File: src/rtl/fetch_sched.sv
// Job scheduler for the address fetcher: latches a job, strobes one address per
// unstalled cycle, waits out the fetch pipeline, then pulses done. Optional stall
// performance counter is built only when FETCH_SCHED_PERF_EN is defined.
module fetch_sched #(
  parameter int WORD_ADDR_BITS = 16,
  parameter int DATA_MAX_BITS  = 8
) (
  input  logic                         clk,
  input  logic                         rst,
  input  logic                         start,
  input  logic                         abort,
  input  logic [WORD_ADDR_BITS-1:0]    cfg_src_addr,
  input  logic [DATA_MAX_BITS-1:0]     cfg_channel,
  input  logic [DATA_MAX_BITS-1:0]     cfg_row,
  input  logic                         stall,
  input  logic                         fetch_data_NA,
  output logic                         fetch_data_ready,
  output logic                         fetch_en,
  output logic [WORD_ADDR_BITS-1:0]    fetch_src_addr,
  output logic [DATA_MAX_BITS-1:0]     fetch_channel,
  output logic [DATA_MAX_BITS-1:0]     fetch_row,
  output logic                         fetch_ch_rst,
  output logic                         fetch_row_rst,
  output logic                         busy,
  output logic                         done,
  output logic                         err,
  output logic [2*DATA_MAX_BITS-1:0]   issued_cnt,
  output logic [15:0]                  perf_stall_cnt
);

  localparam int CW = 2 * DATA_MAX_BITS;

  typedef enum logic [2:0] {
    IDLE  = 3'd0,
    LOAD  = 3'd1,
    RUN   = 3'd2,
    DRAIN = 3'd3,
    DONE  = 3'd4
  } state_t;

  state_t       state;
  logic         drain_cnt;
  logic         err_q;
  logic [CW-1:0] total;
  logic         last_issue;

  // Widen both operands first so the product keeps all 2*DATA_MAX_BITS bits.
  assign total = CW'(fetch_channel) * CW'(fetch_row);

  // Abort suppresses the strobe in its own cycle so issued_cnt matches the strobes seen.
  assign fetch_en   = (state == RUN) && !stall && !abort;
  assign last_issue = fetch_en && ((issued_cnt + CW'(1)) == total);

  assign busy             = (state == LOAD) || (state == RUN) || (state == DRAIN);
  assign fetch_data_ready = (state == RUN) || (state == DRAIN);
  assign fetch_ch_rst     = (state == LOAD);
  assign fetch_row_rst    = (state == LOAD);
  assign done             = (state == DONE);
  assign err              = err_q;

  always_ff @(posedge clk or negedge rst) begin
    if (!rst) begin
      state          <= IDLE;
      drain_cnt      <= 1'b0;
      err_q          <= 1'b0;
      issued_cnt     <= '0;
      fetch_src_addr <= '0;
      fetch_channel  <= '0;
      fetch_row      <= '0;
    end else begin
      err_q <= 1'b0;
      if (abort) begin
        if (state != IDLE) state <= IDLE;
      end else begin
        case (state)
          IDLE: begin
            if (start) begin
              fetch_src_addr <= cfg_src_addr;
              fetch_channel  <= cfg_channel;
              fetch_row      <= cfg_row;
              issued_cnt     <= '0;
              state          <= LOAD;
            end
          end
          LOAD: begin
            if (fetch_channel == '0 || fetch_row == '0) begin
              err_q <= 1'b1;
              state <= IDLE;
            end else begin
              state <= RUN;
            end
          end
          RUN: begin
            if (fetch_en) issued_cnt <= issued_cnt + CW'(1);
            if (last_issue || fetch_data_NA) begin
              drain_cnt <= 1'b0;
              state     <= DRAIN;
            end
          end
          DRAIN: begin
            // Two cycles: fetcher address register, then SRAM read.
            if (drain_cnt) state <= DONE;
            else           drain_cnt <= 1'b1;
          end
          DONE:    state <= IDLE;
          default: state <= IDLE;
        endcase
      end
    end
  end

`ifdef FETCH_SCHED_PERF_EN
  logic [15:0] perf_q;

  always_ff @(posedge clk or negedge rst) begin
    if (!rst) begin
      perf_q <= '0;
    end else if (state == LOAD) begin
      perf_q <= '0;
    end else if (state == RUN && stall && perf_q != 16'hFFFF) begin
      perf_q <= perf_q + 16'd1;
    end
  end

  assign perf_stall_cnt = perf_q;
`else
  assign perf_stall_cnt = 16'd0;
`endif

endmodule

File: config.mk
export PLATFORM = sky130hd
export DESIGN_NAME = fetch_sched
export DESIGN_NICKNAME = d
export VERILOG_FILES = /design/src/rtl/fetch_sched.sv
export SDC_FILE = /design/constraint.sdc
export NUM_CORES = 1
export LEC_CHECK = 0
export ABC_AREA = 1
export CORE_UTILIZATION = 37
export DETAILED_ROUTE_END_ITERATION = 8
export HOLD_SLACK_MARGIN = 0.1
export PLACE_DENSITY = 0.67
export SETUP_SLACK_MARGIN = 0.05
export SKIP_CTS_REPAIR_TIMING = 1
export SYNTH_ARGS = -nofsm -noshare
export SYNTH_HDL_FRONTEND = slang
export SYNTH_SLANG_ARGS = --single-unit
File: constraint.sdc
create_clock -name clk -period 5.3 [get_ports clk]
set_input_delay 1.06 -clock clk [delete_from_list [all_inputs] [get_ports clk]]
set_output_delay 1.06 -clock clk [all_outputs]
set_load 0.005 [all_outputs]
==> impl_metrics.prom, run 1 <==
# TYPE chip_impl_metric gauge
chip_impl_metric{name="initial_core_util",unit="%"} 38.1
chip_impl_metric{name="worst_hold_path.num_cells",unit=""} 2
chip_impl_metric{name="finalWirelength",unit="µm"} 11800
chip_impl_metric{name="core_region_area",unit="µm²"} 14000
chip_impl_info{name="layout_commonest_cell",value="sky130_fd_sc_hd__nand2_1"} 1
chip_impl_metric{name="worst-slew-pin-transition",unit="ns"} 0.704
chip_impl_metric{name="first_global_vias",unit=""} 4408
chip_impl_info{name="cts_tree",value="done"} 1
chip_impl_metric{name="dr.pass1.iters",unit=""} 5
chip_impl_info{name="most_frequent_cells_in_the_layout",value="sky130_fd_sc_hd__nand2_1 (193), sky130_fd_sc_hd__inv_1 (140), sky130_fd_sc_hd__clkdlybuf4s50_1 (91), sky130_fd_sc_hd__dfrtp_1 (53), sky130_fd_sc_hd__nor2_1 (41)"} 1
chip_impl_metric{name="worst_case_reg_to_reg_path_depth",unit=""} 23
chip_impl_metric{name="number_of_top_level_pins",unit=""} 109
chip_impl_metric{name="layout_overhead_on_the_synthesized_area",unit="%"} 21.8
chip_impl_metric{name="cts_buffer_depth",unit=""} 2
chip_impl_metric{name="yosysTopAreaCellShare",unit="%"} 24.9
chip_impl_metric{name="design.final.nets",unit=""} 892
chip_impl_metric{name="n_antenna_cell",unit=""} 0
chip_impl_metric{name="detail_route.drc_violations",unit=""} 0
chip_impl_metric{name="worst-path-max-fanout",unit=""} 11
chip_impl_metric{name="routed-via-count",unit=""} 4558
chip_impl_info{name="cp-end-kind",value="flop"} 1
chip_impl_metric{name="timing_hold_violations_final",unit=""} 0
chip_impl_metric{name="final_period_minus_worst_setup_slack",unit="ns"} 4.74
chip_impl_metric{name="synth_cells",unit=""} 703
chip_impl_metric{name="place.detailed.hpwl",unit="µm"} 9440
chip_impl_metric{name="gp_congestion",unit=""} 0.896
chip_impl_info{name="ys_dominant_reg_cell",value="sky130_fd_sc_hd__dfrtp_1"} 1
chip_impl_metric{name="cts_inserted_buffers",unit=""} 5
chip_impl_metric{name="required",unit="ns"} 5.50
chip_impl_info{name="yosysTopAreaCell",value="sky130_fd_sc_hd__dfrtp_1"} 1
chip_impl_metric{name="netlist_area",unit="µm²"} 5330
chip_impl_info{name="library_cell_used_as_clock_root_buffer",value="sky130_fd_sc_hd__clkbuf_16"} 1
chip_impl_info{name="worstHoldStart",value="drain_cnt"} 1
chip_impl_metric{name="drt-initial-drc-count",unit=""} 235
chip_impl_metric{name="worstSkewPairLatency",unit="ns"} 0.30
chip_impl_metric{name="setup-tns-final",unit="ns"} 0
chip_impl_metric{name="yosys_warnings",unit=""} 0
chip_impl_metric{name="fin_crit_sh",unit="%"} 89.5
chip_impl_metric{name="die_height",unit="µm"} 122
chip_impl_metric{name="design.die.area",unit="µm²"} 14900
chip_impl_info{name="hold_class",value="reg -> reg"} 1
chip_impl_metric{name="clock-skew-final",unit="ns"} 0.00750
chip_impl_metric{name="wl_per_cell",unit="µm"} 12.3
chip_impl_info{name="cp-start-kind",value="flop"} 1
chip_impl_info{name="result_of_the_run",value="complete, no violations"} 1
chip_impl_metric{name="netlist-cell-type-count",unit=""} 40
chip_impl_metric{name="grt_max_degree",unit=""} 54
chip_impl_metric{name="clock_sinks",unit=""} 53
chip_impl_metric{name="per_cell_via_count_in_the_routed_design",unit=""} 4.74
chip_impl_metric{name="max-cap-violations",unit=""} 0
chip_impl_metric{name="port_bufs",unit=""} 92
chip_impl_metric{name="yosysSeqAreaShare",unit="%"} 24.9
chip_impl_metric{name="finalMaxSlewViolations",unit=""} 0
chip_impl_info{name="synth.top_cells.by_area",value="sky130_fd_sc_hd__dfrtp_1 (25%), sky130_fd_sc_hd__nand2_1 (14%), sky130_fd_sc_hd__fa_1 (14%), sky130_fd_sc_hd__inv_1 (9.9%), sky130_fd_sc_hd__ha_1 (8.7%)"} 1
chip_impl_info{name="timing.rr.start",value="fetch_row[7]"} 1
chip_impl_metric{name="antenna_found_initial",unit=""} 0
chip_impl_metric{name="worst_reg_to_reg_setup_slack",unit="ns"} 0.56
chip_impl_info{name="timing.setup.critical_path_class",value="reg -> reg"} 1
chip_impl_metric{name="finalSetupViolations",unit=""} 0
chip_impl_metric{name="groute.usage.overall",unit="%"} 17.1
chip_impl_info{name="worst_hold_path.endpoint",value="drain_cnt"} 1
chip_impl_metric{name="ant_nets",unit=""} 0
chip_impl_metric{name="worst_setup_hold_path_clk_slew",unit="ns"} 0.08
chip_impl_metric{name="gr-total-overflow",unit=""} 0
chip_impl_info{name="rr_endpoint",value="state[1]"} 1
chip_impl_metric{name="worst-endpoint-arrival",unit="ns"} 4.94
chip_impl_metric{name="dieWidth",unit="µm"} 122
chip_impl_metric{name="flip_flop_and_latch_count_after_synthesis",unit=""} 53
chip_impl_metric{name="grt_first_pass_wirelength",unit="µm"} 20300
chip_impl_metric{name="cts_htree_levels",unit=""} 2
chip_impl_info{name="unrepaired_setup_endpoints_after_global_routing",value="no"} 1
chip_impl_metric{name="synthesis.area_per_instance",unit="µm²"} 7.58
chip_impl_metric{name="ys_async_sr_fraction",unit="%"} 100
chip_impl_metric{name="synth_edf_count",unit=""} 0
chip_impl_metric{name="max_clock_freq",unit="GHz"} 0.211
chip_impl_metric{name="max_slew_margin",unit="%"} 53.1
chip_impl_metric{name="placementRows",unit=""} 43
chip_impl_metric{name="fraction_of_layout_cells_with_a_size_suffix_above_1",unit="%"} 9.46
registers in the layout, summed over array words and instances, names as in the netlist:
| register | flops |
|---|---|
| state | 3 |
| fetch_row | 8 |
| err | 1 |
| drain_cnt | 1 |
| fetch_channel | 8 |
| fetch_src_addr | 16 |
| issued_cnt | 16 |
through the flow:
stage                     util, %  std cells  setup slack, ns  instance area (µm²)  hold slack, ns
after CTS                    46.4        962            0.528                 6490           0.491
after global routing         46.4        962            0.126                 6490           0.529
after global placement       45.3        954            0.592                 6340           0.466
after detailed placement     45.3        954            0.545                 6340           0.472
final                        46.4        962            0.557                 6490           0.487
after floorplan                 -        718            0.891                 5390           0.442
cells in the mapped netlist, types with 2 or more instances:
cell	instances
sky130_fd_sc_hd__mux2_2	32
sky130_fd_sc_hd__buf_2	2
sky130_fd_sc_hd__a21oi_1	7
sky130_fd_sc_hd__nor3_1	4
sky130_fd_sc_hd__buf_4	18
sky130_fd_sc_hd__nand3_2	5
sky130_fd_sc_hd__dfrtp_1	53
sky130_fd_sc_hd__nor2_1	41
sky130_fd_sc_hd__xnor2_1	2
sky130_fd_sc_hd__o22ai_1	13
sky130_fd_sc_hd__inv_2	4
sky130_fd_sc_hd__clkbuf_1	18
sky130_fd_sc_hd__nand2_2	5
sky130_fd_sc_hd__nand2_4	3
sky130_fd_sc_hd__inv_1	140
sky130_fd_sc_hd__buf_1	2
sky130_fd_sc_hd__ha_1	37
sky130_fd_sc_hd__o21ai_0	8
sky130_fd_sc_hd__o21ai_1	2
sky130_fd_sc_hd__fa_1	36
sky130_fd_sc_hd__nor2_2	5
sky130_fd_sc_hd__nand3_1	38
sky130_fd_sc_hd__nor2_4	2
sky130_fd_sc_hd__xor2_1	4
sky130_fd_sc_hd__nor4_1	4
sky130_fd_sc_hd__nand4_1	8
sky130_fd_sc_hd__nand2_1	193
sky130_fd_sc_hd__nand3b_1	5
kinds of logic after synthesis:
kind of cell / Yosys count / synth area share, %
and+or+nand+nor: 317 / 26.6
buffers and inverters: 185 / 14.4
adders and majority gates: 73 / 22.2
DFF: 53 / 24.9
AOI/OAI and AO/OA: 35 / 3.83
muxes: 32 / 6.76
xor gates and xnor gates: 7 / 1.29
other: 1 / 0.0703
how the worst max path moves through the flow:
stage	from	endpoint
after floorplan	fetch_channel[0]	state[1]
after global placement	fetch_channel[0]	state[1]
after detailed placement	fetch_channel[0]	state[1]
after CTS	fetch_channel[0]	state[1]
after global routing	fetch_channel[0]	state[1]
final	fetch_row[7]	state[1]
per-layer routing:
metal	wire, µm	up-vias	track usage [%]	part of all wire [%]
met4	165	0	4.55	1.4
met5	0	-	0	0
li1	-	2286	-	-
met1	5440	2112	23.1	46
met3	701	12	2.90	5.9
met2	5520	148	28.2	47
critical path, cell delays in order (launching register included):
cell	delay (ns)
sky130_fd_sc_hd__dfrtp_1	0.61
sky130_fd_sc_hd__nand2_1	0.14
sky130_fd_sc_hd__fa_1	0.56
sky130_fd_sc_hd__fa_1	0.52
sky130_fd_sc_hd__fa_1	0.52
sky130_fd_sc_hd__fa_1	0.54
sky130_fd_sc_hd__inv_1	0.04
sky130_fd_sc_hd__ha_1	0.37
sky130_fd_sc_hd__nand2_1	0.10
sky130_fd_sc_hd__nand2_1	0.06
sky130_fd_sc_hd__a21oi_1	0.16
sky130_fd_sc_hd__nand2_1	0.10
sky130_fd_sc_hd__nand2_1	0.09
sky130_fd_sc_hd__nand2_1	0.05
sky130_fd_sc_hd__nand2_1	0.05
sky130_fd_sc_hd__nand2_1	0.04
sky130_fd_sc_hd__nor2_1	0.12
sky130_fd_sc_hd__nand2_1	0.07
sky130_fd_sc_hd__nor2_2	0.09
sky130_fd_sc_hd__nand3_2	0.12
sky130_fd_sc_hd__nand3_2	0.11
sky130_fd_sc_hd__nand2_2	0.05
sky130_fd_sc_hd__nand2_1	0.07
sky130_fd_sc_hd__nand2_1	0.04
final cells by class:
type	instances	area, µm²
flip-flops and latches	53	1330
clock inverters	3	28.8
clock buffers	5	125
fillers	1397	7500
repair buffers	96	946
inverters	145	546
multi-input cells	480	3300
well taps	180	225
Power of run 1 is not shown: default switching activity piles up to over one toggle a cycle in this logic, so the estimate is an artifact.
==> run 2: changes to the inputs <==
--- a/config.mk
+++ b/config.mk
@@ -6,10 +6,12 @@
 export NUM_CORES = 1
 export LEC_CHECK = 0
 export ABC_AREA = 1
-export CORE_UTILIZATION = 37
+export CELL_PAD_IN_SITES_DETAIL_PLACEMENT = 0
+export CELL_PAD_IN_SITES_GLOBAL_PLACEMENT = 2
+export CORE_UTILIZATION = 30
 export DETAILED_ROUTE_END_ITERATION = 8
 export HOLD_SLACK_MARGIN = 0.1
-export PLACE_DENSITY = 0.67
+export PLACE_DENSITY = 0.88
 export SETUP_SLACK_MARGIN = 0.05
 export SKIP_CTS_REPAIR_TIMING = 1
 export SYNTH_ARGS = -nofsm -noshare
==> run 2 against run 1 <==
Cell area grew 0.87%; cell count grew 4.7%; die area rose by 23%; register-to-register slack worse by 0.11 ns; flip-flop and latch count stayed put; first-iteration DRC count up 7.2%; non-clock buffer count unchanged; sequential share of layout area shrank 0.18 points; critical path depth unchanged; wire length grew 7.8%; maximum frequency down 2.3%; clock skew down 0.0022 ns; critical path type unchanged; largest cell class unchanged.
==> impl_metrics.prom, run 2 (same netlist as run 1, synthesis figures left out) <==
# TYPE chip_impl_metric gauge
chip_impl_info{name="most_frequent_cells_in_the_layout",value="sky130_fd_sc_hd__nand2_1 (193), sky130_fd_sc_hd__inv_1 (140), sky130_fd_sc_hd__clkdlybuf4s50_1 (91), sky130_fd_sc_hd__dfrtp_1 (53), sky130_fd_sc_hd__nor2_1 (41)"} 1
chip_impl_metric{name="max-cap-violations",unit=""} 0
chip_impl_metric{name="dp.cells",unit=""} 999
chip_impl_metric{name="timing_hold_violations_final",unit=""} 0
chip_impl_metric{name="worst-path-max-fanout",unit=""} 11
chip_impl_info{name="layout_commonest_cell",value="sky130_fd_sc_hd__nand2_1"} 1
chip_impl_metric{name="gr-total-overflow",unit=""} 0
chip_impl_metric{name="number_of_top_level_pins",unit=""} 109
chip_impl_metric{name="max_clock_freq",unit="GHz"} 0.206
chip_impl_metric{name="pre_cts_setup_slack",unit="ns"} 0.440
chip_impl_metric{name="ant_nets",unit=""} 0
chip_impl_metric{name="first_global_vias",unit=""} 4338
chip_impl_metric{name="final.setup.worst_slack",unit="ns"} 0.444
chip_impl_metric{name="per_cell_via_count_in_the_routed_design",unit=""} 4.46
chip_impl_metric{name="setup-tns-final",unit="ns"} 0
chip_impl_metric{name="worst_case_reg_to_reg_path_depth",unit=""} 23
chip_impl_metric{name="dieWidth",unit="µm"} 135
chip_impl_metric{name="worst_reg_to_reg_setup_slack",unit="ns"} 0.44
chip_impl_metric{name="finalSetupViolations",unit=""} 0
chip_impl_metric{name="initial_core_util",unit="%"} 30.8
chip_impl_metric{name="routed-via-count",unit=""} 4487
chip_impl_metric{name="core_region_area",unit="µm²"} 17300
chip_impl_metric{name="port_bufs",unit=""} 92
chip_impl_metric{name="design.final.nets",unit=""} 892
chip_impl_metric{name="n_antenna_cell",unit=""} 0
chip_impl_info{name="cp-start-kind",value="flop"} 1
chip_impl_metric{name="die_height",unit="µm"} 135
chip_impl_metric{name="final-instance-count-excl-fill",unit=""} 1007
chip_impl_info{name="rr_endpoint",value="state[1]"} 1
chip_impl_metric{name="worstSkewPairLatency",unit="ns"} 0.30
chip_impl_info{name="cts_tree",value="done"} 1
chip_impl_metric{name="gp_congestion",unit=""} 0.768
chip_impl_metric{name="cts_htree_levels",unit=""} 2
chip_impl_metric{name="wl_per_cell",unit="µm"} 12.7
chip_impl_metric{name="detail_route.drc_violations",unit=""} 0
chip_impl_metric{name="grt_max_degree",unit=""} 54
chip_impl_metric{name="clock-skew-final",unit="ns"} 0.00528
chip_impl_metric{name="cts_buffer_depth",unit=""} 2
chip_impl_metric{name="clock_sinks",unit=""} 53
chip_impl_metric{name="worst_hold_path.num_cells",unit=""} 2
chip_impl_metric{name="filler_cell_count",unit=""} 1831
chip_impl_metric{name="drt-initial-drc-count",unit=""} 252
chip_impl_metric{name="place.detailed.hpwl",unit="µm"} 10300
chip_impl_info{name="hold_class",value="reg -> reg"} 1
chip_impl_metric{name="antenna_found_initial",unit=""} 0
chip_impl_info{name="result_of_the_run",value="complete, no violations"} 1
chip_impl_metric{name="fraction_of_layout_cells_with_a_size_suffix_above_1",unit="%"} 9.46
chip_impl_metric{name="placementRows",unit=""} 48
chip_impl_metric{name="worst-slew-pin-transition",unit="ns"} 0.715
chip_impl_metric{name="layout_overhead_on_the_synthesized_area",unit="%"} 22.8
chip_impl_info{name="cp-end-kind",value="flop"} 1
chip_impl_metric{name="finalWirelength",unit="µm"} 12700
chip_impl_metric{name="dr.pass1.iters",unit=""} 5
chip_impl_metric{name="worst-endpoint-arrival",unit="ns"} 5.06
chip_impl_metric{name="finalMaxSlewViolations",unit=""} 0
chip_impl_info{name="timing.rr.start",value="fetch_row[7]"} 1
chip_impl_info{name="unrepaired_setup_endpoints_after_global_routing",value="no"} 1
chip_impl_info{name="layout_top_registers",value="fetch_src_addr (16), issued_cnt (16)"} 1
chip_impl_metric{name="cts_inserted_buffers",unit=""} 5
chip_impl_metric{name="groute.usage.overall",unit="%"} 15.0
chip_impl_metric{name="required",unit="ns"} 5.50
chip_impl_info{name="library_cell_used_as_clock_root_buffer",value="sky130_fd_sc_hd__clkbuf_16"} 1
chip_impl_info{name="worstHoldStart",value="drain_cnt"} 1
chip_impl_metric{name="grt_first_pass_wirelength",unit="µm"} 21500
chip_impl_info{name="timing.setup.critical_path_class",value="reg -> reg"} 1
chip_impl_metric{name="design.die.area",unit="µm²"} 18300
chip_impl_metric{name="max_slew_margin",unit="%"} 52.3
chip_impl_metric{name="fin_crit_sh",unit="%"} 91.6
chip_impl_info{name="worst_hold_path.endpoint",value="drain_cnt"} 1
chip_impl_metric{name="worst_setup_hold_path_clk_slew",unit="ns"} 0.08
chip_impl_metric{name="final_period_minus_worst_setup_slack",unit="ns"} 4.86
## run 2: cell counts in the layout (fill, tap and decap cells not counted)
Identical to the previous run, type by type.
## run 2: metrics by stage
step           utilization [%]  hold slack (ns)  area (µm²)
3_3_place_gp              37.0            0.468        6390
2_1_floorplan                -            0.442        5390
3_5_place_dp              37.0            0.463        6390
6_report                  37.9            0.481        6550
5_1_grt                   37.9            0.496        6550
4_1_cts                   37.9            0.481        6550
## run 2: final cells by class
type                       instances  area, µm²  share of cell area [%]
timing repair buffer              96        946                    14.4
sequential                        53       1330                    20.3
clock buffer                       5        125                    1.91
inverter                         145        546                    8.33
tap                              225        282                    4.30
multi-input combinational        480       3300                    50.3
clock inverter                     3       28.8                   0.439
## run 2: worst max-delay path, cell delays in order (launching register included)
cell and delay (ns):
sky130_fd_sc_hd__dfrtp_1 0.61, sky130_fd_sc_hd__nand2_1 0.14, sky130_fd_sc_hd__fa_1 0.56, sky130_fd_sc_hd__fa_1 0.53, sky130_fd_sc_hd__fa_1 0.52, sky130_fd_sc_hd__fa_1 0.55, sky130_fd_sc_hd__inv_1 0.04, sky130_fd_sc_hd__ha_1 0.38
sky130_fd_sc_hd__nand2_1 0.10, sky130_fd_sc_hd__nand2_1 0.07, sky130_fd_sc_hd__a21oi_1 0.17, sky130_fd_sc_hd__nand2_1 0.11, sky130_fd_sc_hd__nand2_1 0.10, sky130_fd_sc_hd__nand2_1 0.06, sky130_fd_sc_hd__nand2_1 0.05, sky130_fd_sc_hd__nand2_1 0.04
sky130_fd_sc_hd__nor2_1 0.13, sky130_fd_sc_hd__nand2_1 0.08, sky130_fd_sc_hd__nor2_2 0.09, sky130_fd_sc_hd__nand3_2 0.12, sky130_fd_sc_hd__nand3_2 0.12, sky130_fd_sc_hd__nand2_2 0.06, sky130_fd_sc_hd__nand2_1 0.07, sky130_fd_sc_hd__nand2_1 0.05
## run 2: how the worst max path moves through the flow
| stage | endpoint | slack [ns] | startpoint | cells after the start |
|---|---|---|---|---|
| finish | state[1] | 0.44 | fetch_row[7] | 23 |
| floorplan | state[1] | 0.89 | fetch_channel[0] | 24 |
| detailed placement | state[1] | 0.44 | fetch_channel[0] | 23 |
| CTS | state[1] | 0.41 | fetch_channel[0] | 23 |
| global route | state[1] | 0.11 | fetch_channel[0] | 23 |
| global placement | state[1] | 0.44 | fetch_row[7] | 23 |
## run 2: layer usage
| metal | global-route usage, % | vias up | share of wire [%] |
|---|---|---|---|
| met5 | 0 | - | 0 |
| met4 | 3.56 | 0 | 0.41 |
| met3 | 2.99 | 2 | 5.0 |
| met2 | 23.9 | 93 | 46 |
| met1 | 20.7 | 2104 | 48 |
| li1 | - | 2288 | - |
Power of run 2 is left out for the same reason.
==> run 3: changes to the inputs <==
--- a/config.mk
+++ b/config.mk
@@ -12,6 +12,7 @@
 export DETAILED_ROUTE_END_ITERATION = 8
 export HOLD_SLACK_MARGIN = 0.1
 export PLACE_DENSITY = 0.88
+export RECOVER_POWER = 100
 export SETUP_SLACK_MARGIN = 0.05
 export SKIP_CTS_REPAIR_TIMING = 1
 export SYNTH_ARGS = -nofsm -noshare
==> run 3 against run 2 <==
The run now ends with capacitance limit, slew limit left; wire length about the same; register-to-register slack about the same; via count about the same.
==> impl_metrics.prom, run 3 (same netlist as run 1, synthesis figures left out) <==
# TYPE chip_impl_metric gauge
chip_impl_metric{name="worst_reg_to_reg_setup_slack",unit="ns"} 0.45
chip_impl_metric{name="gr-total-overflow",unit=""} 0
chip_impl_info{name="result_of_the_run",value="finished, violations left"} 1
chip_impl_metric{name="fin_crit_sh",unit="%"} 91.5
chip_impl_metric{name="final_period_minus_worst_setup_slack",unit="ns"} 4.85
chip_impl_metric{name="n_antenna_cell",unit=""} 0
chip_impl_metric{name="cts_htree_levels",unit=""} 2
chip_impl_metric{name="die_height",unit="µm"} 135
chip_impl_metric{name="clock-skew-final",unit="ns"} 0.00671
chip_impl_metric{name="worstSkewPairLatency",unit="ns"} 0.30
chip_impl_metric{name="worst-endpoint-arrival",unit="ns"} 5.05
chip_impl_metric{name="gp_congestion",unit=""} 0.768
chip_impl_metric{name="initial_core_util",unit="%"} 30.8
chip_impl_metric{name="detail_route.drc_violations",unit=""} 0
chip_impl_info{name="timing.setup.critical_path_class",value="reg -> reg"} 1
chip_impl_info{name="critical-path-top-cell-by-count",value="sky130_fd_sc_hd__nand2_1"} 1
chip_impl_metric{name="grt_first_pass_wirelength",unit="µm"} 21500
chip_impl_metric{name="core_region_area",unit="µm²"} 17300
chip_impl_metric{name="required",unit="ns"} 5.50
chip_impl_metric{name="wl_per_cell",unit="µm"} 12.7
chip_impl_info{name="cp-start-kind",value="flop"} 1
chip_impl_metric{name="drt-initial-drc-count",unit=""} 225
chip_impl_metric{name="dp.cells",unit=""} 999
chip_impl_metric{name="setup-tns-final",unit="ns"} 0
chip_impl_info{name="layout_top_registers",value="fetch_src_addr (16), issued_cnt (16)"} 1
chip_impl_metric{name="worst-path-max-fanout",unit=""} 12
chip_impl_metric{name="number_of_buffers_and_inverters_on_the_critical_path",unit=""} 1
chip_impl_metric{name="first_global_vias",unit=""} 4338
chip_impl_metric{name="dieWidth",unit="µm"} 135
chip_impl_info{name="library_cell_used_as_clock_root_buffer",value="sky130_fd_sc_hd__clkbuf_16"} 1
chip_impl_metric{name="design.die.area",unit="µm²"} 18300
chip_impl_info{name="unrepaired_setup_endpoints_after_global_routing",value="no"} 1
chip_impl_metric{name="grt_max_degree",unit=""} 54
chip_impl_metric{name="finalWirelength",unit="µm"} 12700
chip_impl_metric{name="cts_inserted_buffers",unit=""} 5
chip_impl_metric{name="max_clock_freq",unit="GHz"} 0.206
chip_impl_metric{name="port_bufs",unit=""} 92
chip_impl_metric{name="worst_setup_hold_path_clk_slew",unit="ns"} 0.08
chip_impl_metric{name="per_cell_via_count_in_the_routed_design",unit=""} 4.46
chip_impl_info{name="layout_commonest_cell",value="sky130_fd_sc_hd__nand2_1"} 1
chip_impl_metric{name="dr.pass1.iters",unit=""} 4
chip_impl_info{name="cp-end-kind",value="flop"} 1
chip_impl_metric{name="finalMaxSlewViolations",unit=""} 87
chip_impl_info{name="timing.critical_path.cells",value="nand2_1 -> fa_1 -> fa_1 -> fa_1 -> fa_1 -> inv_1 -> ha_1 -> nand2_1 -> nand2_1 -> a21oi_1 -> nand2_1 -> nand2_1 -> nand2_1 -> nand2_1 -> nand2_1 -> nor2_1 -> nand2_1 -> nor2_1 -> nand3_2 -> nand3_2 -> nand2_1 -> nand2_1 -> nand2_1"} 1
chip_impl_metric{name="clock_sinks",unit=""} 53
chip_impl_metric{name="number_of_top_level_pins",unit=""} 109
chip_impl_metric{name="routed-via-count",unit=""} 4489
chip_impl_info{name="critical_path.top_delay_family",value="adder cells"} 1
chip_impl_metric{name="antenna_found_initial",unit=""} 0
chip_impl_metric{name="max-cap-violations",unit=""} 2
chip_impl_metric{name="critical_path.max_stage_delay",unit="ns"} 0.59
chip_impl_metric{name="filler_cell_count",unit=""} 1836
chip_impl_metric{name="timing_hold_violations_final",unit=""} 0
chip_impl_metric{name="place.detailed.hpwl",unit="µm"} 10300
chip_impl_metric{name="cts_buffer_depth",unit=""} 2
chip_impl_metric{name="design.final.nets",unit=""} 892
chip_impl_metric{name="fraction_of_layout_cells_with_a_size_suffix_above_1",unit="%"} 8.70
chip_impl_metric{name="placementRows",unit=""} 48
chip_impl_metric{name="worst-slew-pin-transition",unit="ns"} 2.94
chip_impl_metric{name="max_slew_margin",unit="%"} -95.8
chip_impl_info{name="most_frequent_cells_in_the_layout",value="sky130_fd_sc_hd__nand2_1 (194), sky130_fd_sc_hd__inv_1 (140), sky130_fd_sc_hd__dlygate4sd3_1 (56), sky130_fd_sc_hd__dfrtp_1 (53), sky130_fd_sc_hd__nor2_1 (42)"} 1
chip_impl_info{name="cts_tree",value="done"} 1
chip_impl_metric{name="ant_nets",unit=""} 0
chip_impl_metric{name="layout_overhead_on_the_synthesized_area",unit="%"} 22.3
chip_impl_info{name="failing_checks",value="capacitance limit, slew limit"} 1
chip_impl_metric{name="finalSetupViolations",unit=""} 0
chip_impl_metric{name="hold-worst-slack",unit="ns"} 0.481
chip_impl_info{name="hold_class",value="reg -> reg"} 1
chip_impl_info{name="cp_slowest_cell",value="sky130_fd_sc_hd__dfrtp_1"} 1
chip_impl_metric{name="final-instance-count-excl-fill",unit=""} 1007
chip_impl_metric{name="groute.usage.overall",unit="%"} 15.0
run 3: per-stage QoR:
stage / area (µm²) / utilization [%] / worst slack (ns)
finish: 6520 / 37.7 / 0.452
global route: 6520 / 37.7 / 0.0626
CTS: 6550 / 37.9 / 0.410
detailed placement: 6390 / 37.0 / 0.440
global placement: 6390 / 37.0 / 0.441
floorplan: 5390 / - / 0.891
run 3: final cells by class:
cell class	count	area, µm²	area share [%]
multi-input combinational	480	3280	50.3
sequential	53	1330	20.3
timing repair buffer	96	935	14.3
inverter	145	546	8.37
tap	225	282	4.32
clock buffer	5	125	1.92
clock inverter	3	28.8	0.441
run 3: worst paths after layout:
check | startpoint | end | depth (start not counted)
hold / removal | drain_cnt | drain_cnt | 2
setup / recovery | fetch_channel[0] | state[1] | 23
setup reg to reg | fetch_channel[0] | state[1] | 23
hold reg to reg | drain_cnt | drain_cnt | 2
min in group asynchronous | rst | issued_cnt[14] | 2
max in group asynchronous | rst | fetch_channel[2] | 2
run 3: routing by layer:
| layer | global-route usage [%] | wire length (µm) | up-vias |
|---|---|---|---|
| li1 | - | - | 2287 |
| met3 | 2.99 | 629 | 5 |
| met2 | 23.9 | 5880 | 97 |
| met5 | 0 | 0 | - |
| met1 | 20.7 | 6150 | 2100 |
| met4 | 3.56 | 86 | 0 |
run 3: worst reg2reg max path, stage by stage (launching register included):
cell                      delay [ns]
sky130_fd_sc_hd__dfrtp_1        0.59
sky130_fd_sc_hd__nand2_1        0.14
sky130_fd_sc_hd__fa_1           0.56
sky130_fd_sc_hd__fa_1           0.53
sky130_fd_sc_hd__fa_1           0.52
sky130_fd_sc_hd__fa_1           0.55
sky130_fd_sc_hd__inv_1          0.04
sky130_fd_sc_hd__ha_1           0.37
sky130_fd_sc_hd__nand2_1        0.10
sky130_fd_sc_hd__nand2_1        0.07
sky130_fd_sc_hd__a21oi_1        0.17
sky130_fd_sc_hd__nand2_1        0.12
sky130_fd_sc_hd__nand2_1        0.10
sky130_fd_sc_hd__nand2_1        0.06
sky130_fd_sc_hd__nand2_1        0.05
sky130_fd_sc_hd__nand2_1        0.04
sky130_fd_sc_hd__nor2_1         0.13
sky130_fd_sc_hd__nand2_1        0.06
sky130_fd_sc_hd__nor2_1         0.11
sky130_fd_sc_hd__nand3_2        0.13
sky130_fd_sc_hd__nand3_2        0.11
sky130_fd_sc_hd__nand2_1        0.08
sky130_fd_sc_hd__nand2_1        0.08
sky130_fd_sc_hd__nand2_1        0.05
Power of run 3 is left out for the same reason.
